[config.mk]
export PLATFORM = sky130hd
export DESIGN_NAME = baud_gen_frac
export DESIGN_NICKNAME = d
export VERILOG_FILES = /design/src/rtl/baud_gen_frac.sv
export SDC_FILE = /design/constraint.sdc
export NUM_CORES = 1
export LEC_CHECK = 0
export ABC_CLOCK_PERIOD_IN_PS = 3400
export CELL_PAD_IN_SITES_DETAIL_PLACEMENT = 0
export CELL_PAD_IN_SITES_GLOBAL_PLACEMENT = 1
export CORE_MARGIN = 3
export CORE_UTILIZATION = 31
export DETAILED_ROUTE_END_ITERATION = 10
export GPL_ROUTABILITY_DRIVEN = 0
export PLACE_DENSITY_LB_ADDON = 0.1
export SYNTH_ARGS = -nofsm -noshare
export SYNTH_HDL_FRONTEND = slang
export SYNTH_SLANG_ARGS = --single-unit
[constraint.sdc]
create_clock -name fclk -period 3.4 [get_ports fclk]
set_clock_uncertainty 0.1 [all_clocks]
set_input_delay 0.68 -clock fclk [delete_from_list [all_inputs] [get_ports fclk]]
set_output_delay 0.68 -clock fclk [all_outputs]
set_load 0.02 [all_outputs]
[src/rtl/baud_gen_frac.sv]
// Fractional baud-rate generator: divides fclk by act_int + act_frac/2^FRAC_W
// to make an oversample tick. It also derives the bit tick, the oversample
// phase and a bit-rate square wave. Divisor updates go through a shadow
// register so that a running period is never cut short.
module baud_gen_frac #(
  parameter int DIV_W    = 16,
  parameter int FRAC_W   = 4,
  parameter int OSR      = 16,
  parameter int DEF_INT  = 27,
  parameter int DEF_FRAC = 2
) (
  input  logic                    fclk,
  input  logic                    rst_n,
  input  logic                    en,
  input  logic [DIV_W-1:0]        div_int,
  input  logic [FRAC_W-1:0]       div_frac,
  input  logic                    div_load,
  output logic                    cfg_pending,
  output logic                    cfg_err,
  output logic                    tick_os,
  output logic                    tick_bit,
  output logic [$clog2(OSR)-1:0]  os_phase,
  output logic                    bclk
);

  localparam int PH_W = $clog2(OSR);

  typedef enum logic {IDLE, RUN} mode_t;

  mode_t               mode;
  logic [DIV_W-1:0]    act_int;
  logic [DIV_W-1:0]    sh_int;
  logic [FRAC_W-1:0]   act_frac;
  logic [FRAC_W-1:0]   sh_frac;
  logic [DIV_W:0]      cnt;
  logic [FRAC_W-1:0]   acc;
  logic                ext;
  logic                tick_gen;
  logic [FRAC_W:0]     acc_sum;
  logic [PH_W-1:0]     phase_nxt;

  // Terminal count of a period of length d + e (one wider so d + 1 cannot overflow).
  function automatic logic [DIV_W:0] last_count(input logic [DIV_W-1:0] d, input logic e);
    return {1'b0, d} + (DIV_W+1)'(e) - (DIV_W+1)'(1);
  endfunction

  // bclk is high for the second half of the oversample phases.
  function automatic logic upper_half(input logic [PH_W-1:0] p);
    return p >= PH_W'(OSR/2);
  endfunction

  assign cfg_err   = (act_int < DIV_W'(2));
  assign acc_sum   = {1'b0, acc} + {1'b0, act_frac};
  assign phase_nxt = os_phase + PH_W'(1);

  // Mode decode: the generator only runs while enabled with a legal divisor.
  always_comb begin
    mode     = IDLE;
    tick_gen = 1'b0;
    if (en && !cfg_err) begin
      mode     = RUN;
      tick_gen = (cnt == last_count(act_int, ext));
    end
  end

  // Period counter, fractional accumulator, oversample phase and registered outputs.
  always_ff @(posedge fclk or negedge rst_n) begin
    if (!rst_n) begin
      cnt      <= '0;
      acc      <= '0;
      ext      <= 1'b0;
      os_phase <= '0;
      tick_os  <= 1'b0;
      tick_bit <= 1'b0;
      bclk     <= 1'b0;
    end else if (mode == IDLE) begin
      // Idle discards any partial period so the next start is a clean full one.
      cnt      <= '0;
      acc      <= '0;
      ext      <= 1'b0;
      os_phase <= '0;
      tick_os  <= 1'b0;
      tick_bit <= 1'b0;
      bclk     <= 1'b0;
    end else begin
      tick_os  <= tick_gen;
      tick_bit <= tick_gen && (os_phase == PH_W'(OSR-1));
      if (tick_gen) begin
        cnt      <= '0;
        acc      <= acc_sum[FRAC_W-1:0];
        ext      <= acc_sum[FRAC_W];
        os_phase <= phase_nxt;
        bclk     <= upper_half(phase_nxt);
      end else begin
        cnt <= cnt + (DIV_W+1)'(1);
      end
    end
  end

  // Divisor shadow/active handling; a load on a tick edge bypasses the shadow.
  always_ff @(posedge fclk or negedge rst_n) begin
    if (!rst_n) begin
      act_int     <= DIV_W'(DEF_INT);
      act_frac    <= FRAC_W'(DEF_FRAC);
      sh_int      <= DIV_W'(DEF_INT);
      sh_frac     <= FRAC_W'(DEF_FRAC);
      cfg_pending <= 1'b0;
    end else if (div_load && tick_gen) begin
      act_int     <= div_int;
      act_frac    <= div_frac;
      sh_int      <= div_int;
      sh_frac     <= div_frac;
      cfg_pending <= 1'b0;
    end else if (div_load) begin
      sh_int      <= div_int;
      sh_frac     <= div_frac;
      cfg_pending <= 1'b1;
    end else if (cfg_pending && (tick_gen || mode == IDLE)) begin
      act_int     <= sh_int;
      act_frac    <= sh_frac;
      cfg_pending <= 1'b0;
    end
  end

endmodule

After elaboration in Yosys (flattened, before gate mapping)
Index checks and enable logic that the tools add are counted.
{"block": "classes", "n_bitwise": 1, "reduce_logical": 10, "n_eq_ne": 4, "magnitude_cmp": 2, "n_addsub": 5, "n_mux": 27}
{"cell": "2-to-1 mux 16 bit", "count": 5}
{"cell": "2-to-1 mux 4 bit", "count": 9}
{"cell": "2-to-1 mux 17 bit", "count": 2}
{"cell": "adder 16 x 1 -> 17 bit", "count": 1}
{"cell": "adder 17 x 1 -> 17 bit (second input constant)", "count": 1}
{"cell": "equality test 17 bit", "count": 1}
{"cell": "subtractor 17 x 1 -> 17 bit (second input constant)", "count": 1}
{"cell": "< comparator 16 x 2 -> 1 bit (second input constant)", "count": 1}
{"cell": "2-to-1 mux 1 bit", "count": 11}
{"cell": "adder 4 x 4 -> 5 bit", "count": 1}
{"cell": "adder 4 x 1 -> 4 bit (second input constant)", "count": 1}
{"cell": "equality test 4 bit (second input constant)", "count": 1}
{"cell": "greater-or-equal comparator 4 bit (second input constant)", "count": 1}
{"cell": "logical AND 1 bit", "count": 4}
{"cell": "inequality test 2 x 1 -> 1 bit (second input constant)", "count": 2}
{"cell": "nonzero test 2 bit", "count": 2}
{"cell": "nonzero test 3 bit", "count": 1}
{"cell": "AND reduction 2 bit", "count": 1}
{"cell": "logical NOT 1 bit", "count": 1}
{"cell": "logical OR 1 bit", "count": 1}
{"cell": "NOT 1 bit", "count": 1}
{"block": "totals", "elab_cells": 61, "in_bits": 24, "out_inout_bits": 9, "ff_bits": 70}

Depth between registers and ports, before layout
Gate-level depths: netlist of the first run.
{"block": "logic_depth", "ltp_word": 10, "mapped_depth": 14, "depth_no_buf": 12}

Worst setup path before layout of the first run
No wires, ideal clock.
{"block": "synth_path", "path_type": "register to register", "from": "reg act_int[0]", "to": "reg act_int[10]", "n_path_buf": 1, "arrival_ns": 2.781, "t_required_ns": 3.176, "path_stages_with_launch": 14, "setup_slack_ns": 0.395, "setup_time_ns": 0.124, "cell_sequence": "dfstp_2 -> inv_1 -> ha_1 -> ha_1 -> nor3b_1 -> and3_1 -> nor3_1 -> a31oi_1 -> or3b_4 -> o21ai_4 -> nand2_4 -> buf_6 -> a221oi_2 -> nor2_1"}
{"block": "synth_between", "elab_chain_cells": 9, "word_cells_on_any_way": 16, "cone_classes": "add/sub (2); order compare (1); eq/ne (2); mux (3); bitwise (1); reduce/logical (7)"}
{"element": "start: declaration", "line_no": "31", "source": "logic [DIV_W-1:0] act_int;"}
{"element": "start signal: assignment", "line_no": "103", "source": "act_int <= DIV_W'(DEF_INT);"}
{"element": "start signal: assignment", "line_no": "109", "source": "act_int <= div_int;"}
{"element": "start signal: assignment", "line_no": "119", "source": "act_int <= sh_int;"}
{"element": "parallel branches: the longest is 9 deep, another holds adder 16 x 1 -> 17 bit"}
Several ways; the timed one is not identified.
A chain may end at the register's enable or synchronous reset.

Worst setup path after layout of the first run
{"block": "layout_path", "from": "reg act_int[8]", "to": "out cfg_err"}
{"block": "layout_between", "elab_chain_cells": 1}
{"element": "< comparator 16 x 2 -> 1 bit", "line_no": "52", "source": "assign cfg_err = (act_int < DIV_W'(2));"}
{"element": "end: declaration", "line_no": "19", "source": "output logic cfg_err,"}
Every way passes these cells.

==> results of run 1 <==
[registers in the layout (all words and copies together) (netlist names), 4 cells and up]
register,cells
sh_frac,4
acc,4
os_phase,4
sh_int,16
act_int,16
cnt,17
act_frac,4
[critical path, cell delays in order (launching register included)]
cell and delay (ns):
dfrtp_1 0.48, or4_1 0.59, nor3_2 0.23, and3_1 0.27, clkdlybuf4s50_1 0.63
[what timing repair did]
item,CTS,global route
gates resized for setup,0,1
setup buffers,0,0
endpoints found under the setup margin,0,15
[cell type report]
class                      count  area (µm²)
clock buffer                  11         243
clock inverter                 5        82.6
fill                        1133        7030
inverter                       8        30.0
multi-input combinational    266        1920
sequential                    70        1760
tap                          143         179
timing repair buffer          45         415
[cells in the final DEF (no fill, tap or decap), types with 3 or more instances in the layout]
master	count
nor2_1	61
dfrtp_1	60
clkdlybuf4s50_1	31
xnor2_1	22
xor2_1	21
mux2_2	20
and2_1	14
nand3_1	14
buf_4	14
nand2_1	10
dfstp_2	10
and3_1	9
a21oi_1	9
clkbuf_16	9
inv_1	8
ha_1	8
nor3_1	7
mux2i_1	7
o22ai_1	6
a221oi_1	6
nand4_1	5
a221oi_2	5
a21o_1	4
a221o_1	4
o21ai_0	3
a31oi_1	3
[how the worst min path moves through the flow]
stage / slack [ns] / start / endpoint
floorplan: 0.28 / rst_n / acc[0]
global placement: 0.38 / sh_int[5] / sh_int[5]
detailed placement: 0.39 / sh_int[9] / sh_int[9]
CTS: 0.40 / sh_int[9] / sh_int[9]
global route: 0.41 / sh_int[2] / sh_int[2]
finish: 0.38 / rst_n / cnt[9]
[report_power, final]
part / switching (mW) / leakage, nW / internal, mW
Combinational: 0.178 / 0.938 / 0.185
Sequential: 0.0850 / 0.878 / 0.919
Clock: 0.365 / 0.160 / 0.664
Total: 0.628 / 1.98 / 1.77
[cell families (layout without fill, tap and decap cells)]
| kind of cell | count (synthesis) | in the layout | synth area share (%) |
|---|---|---|---|
| AND/OR/NAND/NOR | 140 | 140 | 19.4 |
| flip-flops | 70 | 70 | 46.6 |
| adder cells (fa/ha/maj) | 9 | 9 | 3.17 |
| buffers and inverters | 23 | 69 | 3.04 |
| multiplexers | 27 | 27 | 7.80 |
| AO/OA/AOI/OAI | 47 | 47 | 10.0 |
| XOR/XNOR | 43 | 43 | 9.95 |
[metal layers]
metal / up-vias / wire length, µm
li1: 1344 / -
met1: 1324 / 4510
met2: 32 / 3990
met3: 10 / 265
met4: 0 / 127
met5: - / 0
[stage by stage]
step           util (%)  hold WS [ns]  area (µm²)  setup slack [ns]
4_1_cts            39.7         0.401        4620            0.0500
6_report           39.7         0.380        4630            0.0902
3_5_place_dp       36.9         0.387        4300             0.156
3_3_place_gp       36.9         0.381        4300             0.248
2_1_floorplan         -         0.284        3780             0.395
5_1_grt            39.7         0.414        4630           0.00134
==> results_dict.tcl, run 1 <==
set metrics [dict create \
    initial_core_util_pct 32.5 \
    clockBufferDepth 2 \
    die_area_um2 13600 \
    setup_tns_ns 0 \
    p_per_area_nw_per_um2 518 \
    drt_wl_total_um 8890 \
    dp.final_hpwl_um 6270 \
    synth_edf_count 0 \
    worstHoldPathType "input port to asynchronous set/reset pin" \
    required_ns 2.62 \
    min_period_ns 3.31 \
    grt_use_met2_pct 21.6 \
    die_w_um 116 \
    drv_cap 0 \
    grt_util_met3_pct 3.68 \
    synth.avg_cell_area_um2 10.5 \
    path_clk_slew_ns 0.06 \
    p_total_mw 2.40 \
    clk_latency_ns 0.33 \
    peakVddDrop_mv 0.198 \
    worst_pin_slew_ns 0.916 \
    dr.pass1.iters 4 \
    routedWlPerCell_um 16.2 \
    yosysMostFrequentCell "nor2_1" \
    run_status "completed" \
    fmax_ghz 0.302 \
    grt-busiest-layer "met2" \
    hold_buffers 0 \
    grt_pass1_wl_um 14900 \
    layout.nets 433 \
    final-setup-viol-count 0 \
    synthArstFlopShare_pct 100 \
    power.leakage_nw 1.98 \
    synth_common_cells "nor2_1 (61), dfrtp_1 (60), xnor2_1 (22)" \
    syn_area_um2 3780 \
    period_share_pct 97.3 \
    end_kind "output port" \
    drive_above_1_share_pct 18.5 \
    max_slew_margin_pct 38.9 \
    synth_top_area_share_pct 39.7 \
    antenna_left 0 \
    drc 0 \
    rrSetupSlack_ns 0.25 \
    crit_path_start "act_int[8]" \
    clock_sinks 70 \
    rsz0062_at_grt "no" \
    cp-endpoint "cfg_err" \
    routed_via_density 4.95 \
    area_delta_synth_final_pct 22.3 \
    crit_path_max_fanout 6 \
    layoutNonFillerInstCount 548 \
    portBuffers 32 \
    synthTopCellsByArea "dfrtp_1 (40%), dfstp_2 (6.9%), nor2_1 (6.0%), mux2_2 (6.0%), xnor2_1 (5.1%)" \
    grt_max_degree 71 \
    synth-main-ff-cell "dfrtp_1" \
    antenna_found_initial 0 \
    root_buffer "clkbuf_16" \
    slew_viol_final 0 \
    cp-start-kind "flip-flop" \
    dp.cells 532 \
    first_global_vias 2822 \
    yosysWarnings 0 \
    reg2reg_depth 12 \
    dieHeight_um 116 \
    yosys.cell_types.count 49 \
    vias 2710 \
    cp.arrival_ns 2.53 \
    hold_viol_final 0 \
    drt_iter0_drc 96 \
    rows 39 \
    synthCells 359 \
    r2r_start "act_int[0]" \
    seq_area_frac_synth_pct 46.6 \
    coreArea_um2 11700 \
    critPathKind "flip-flop to output port" \
    overflow 0 \
    cts_tree "yes" \
    use_met1_pct 20.4 \
    yosysTopAreaCell "dfrtp_1" \
    regToRegEndpoint "act_frac[0]" \
    grt_usage_pct 14.5 \
    ios 33 \
    cts_buffers 9 \
    htree_levels 3 \
    ys_ff_latch 70 \
    diodes 0 \
    synth_nets 392 \
]
Power figures use the tool's default switching activity.
==> run 2, diff against run 1 <==
--- a/config.mk
+++ b/config.mk
@@ -13,6 +13,7 @@
 export DETAILED_ROUTE_END_ITERATION = 10
 export GPL_ROUTABILITY_DRIVEN = 0
 export PLACE_DENSITY_LB_ADDON = 0.1
+export SKIP_LAST_GASP = 1
 export SYNTH_ARGS = -nofsm -noshare
 export SYNTH_HDL_FRONTEND = slang
 export SYNTH_SLANG_ARGS = --single-unit
==> results of run 2 <==
Same layout as run 1: the final DEF is identical, and so are final timing and power.
==> run 3, diff against run 2 <==
--- a/config.mk
+++ b/config.mk
@@ -6,6 +6,7 @@
 export NUM_CORES = 1
 export LEC_CHECK = 0
 export ABC_CLOCK_PERIOD_IN_PS = 3400
+export CAP_MARGIN = 20
 export CELL_PAD_IN_SITES_DETAIL_PLACEMENT = 0
 export CELL_PAD_IN_SITES_GLOBAL_PLACEMENT = 1
 export CORE_MARGIN = 3
==> results of run 3 <==
Same layout as run 1: the final DEF is identical, and so are final timing and power.
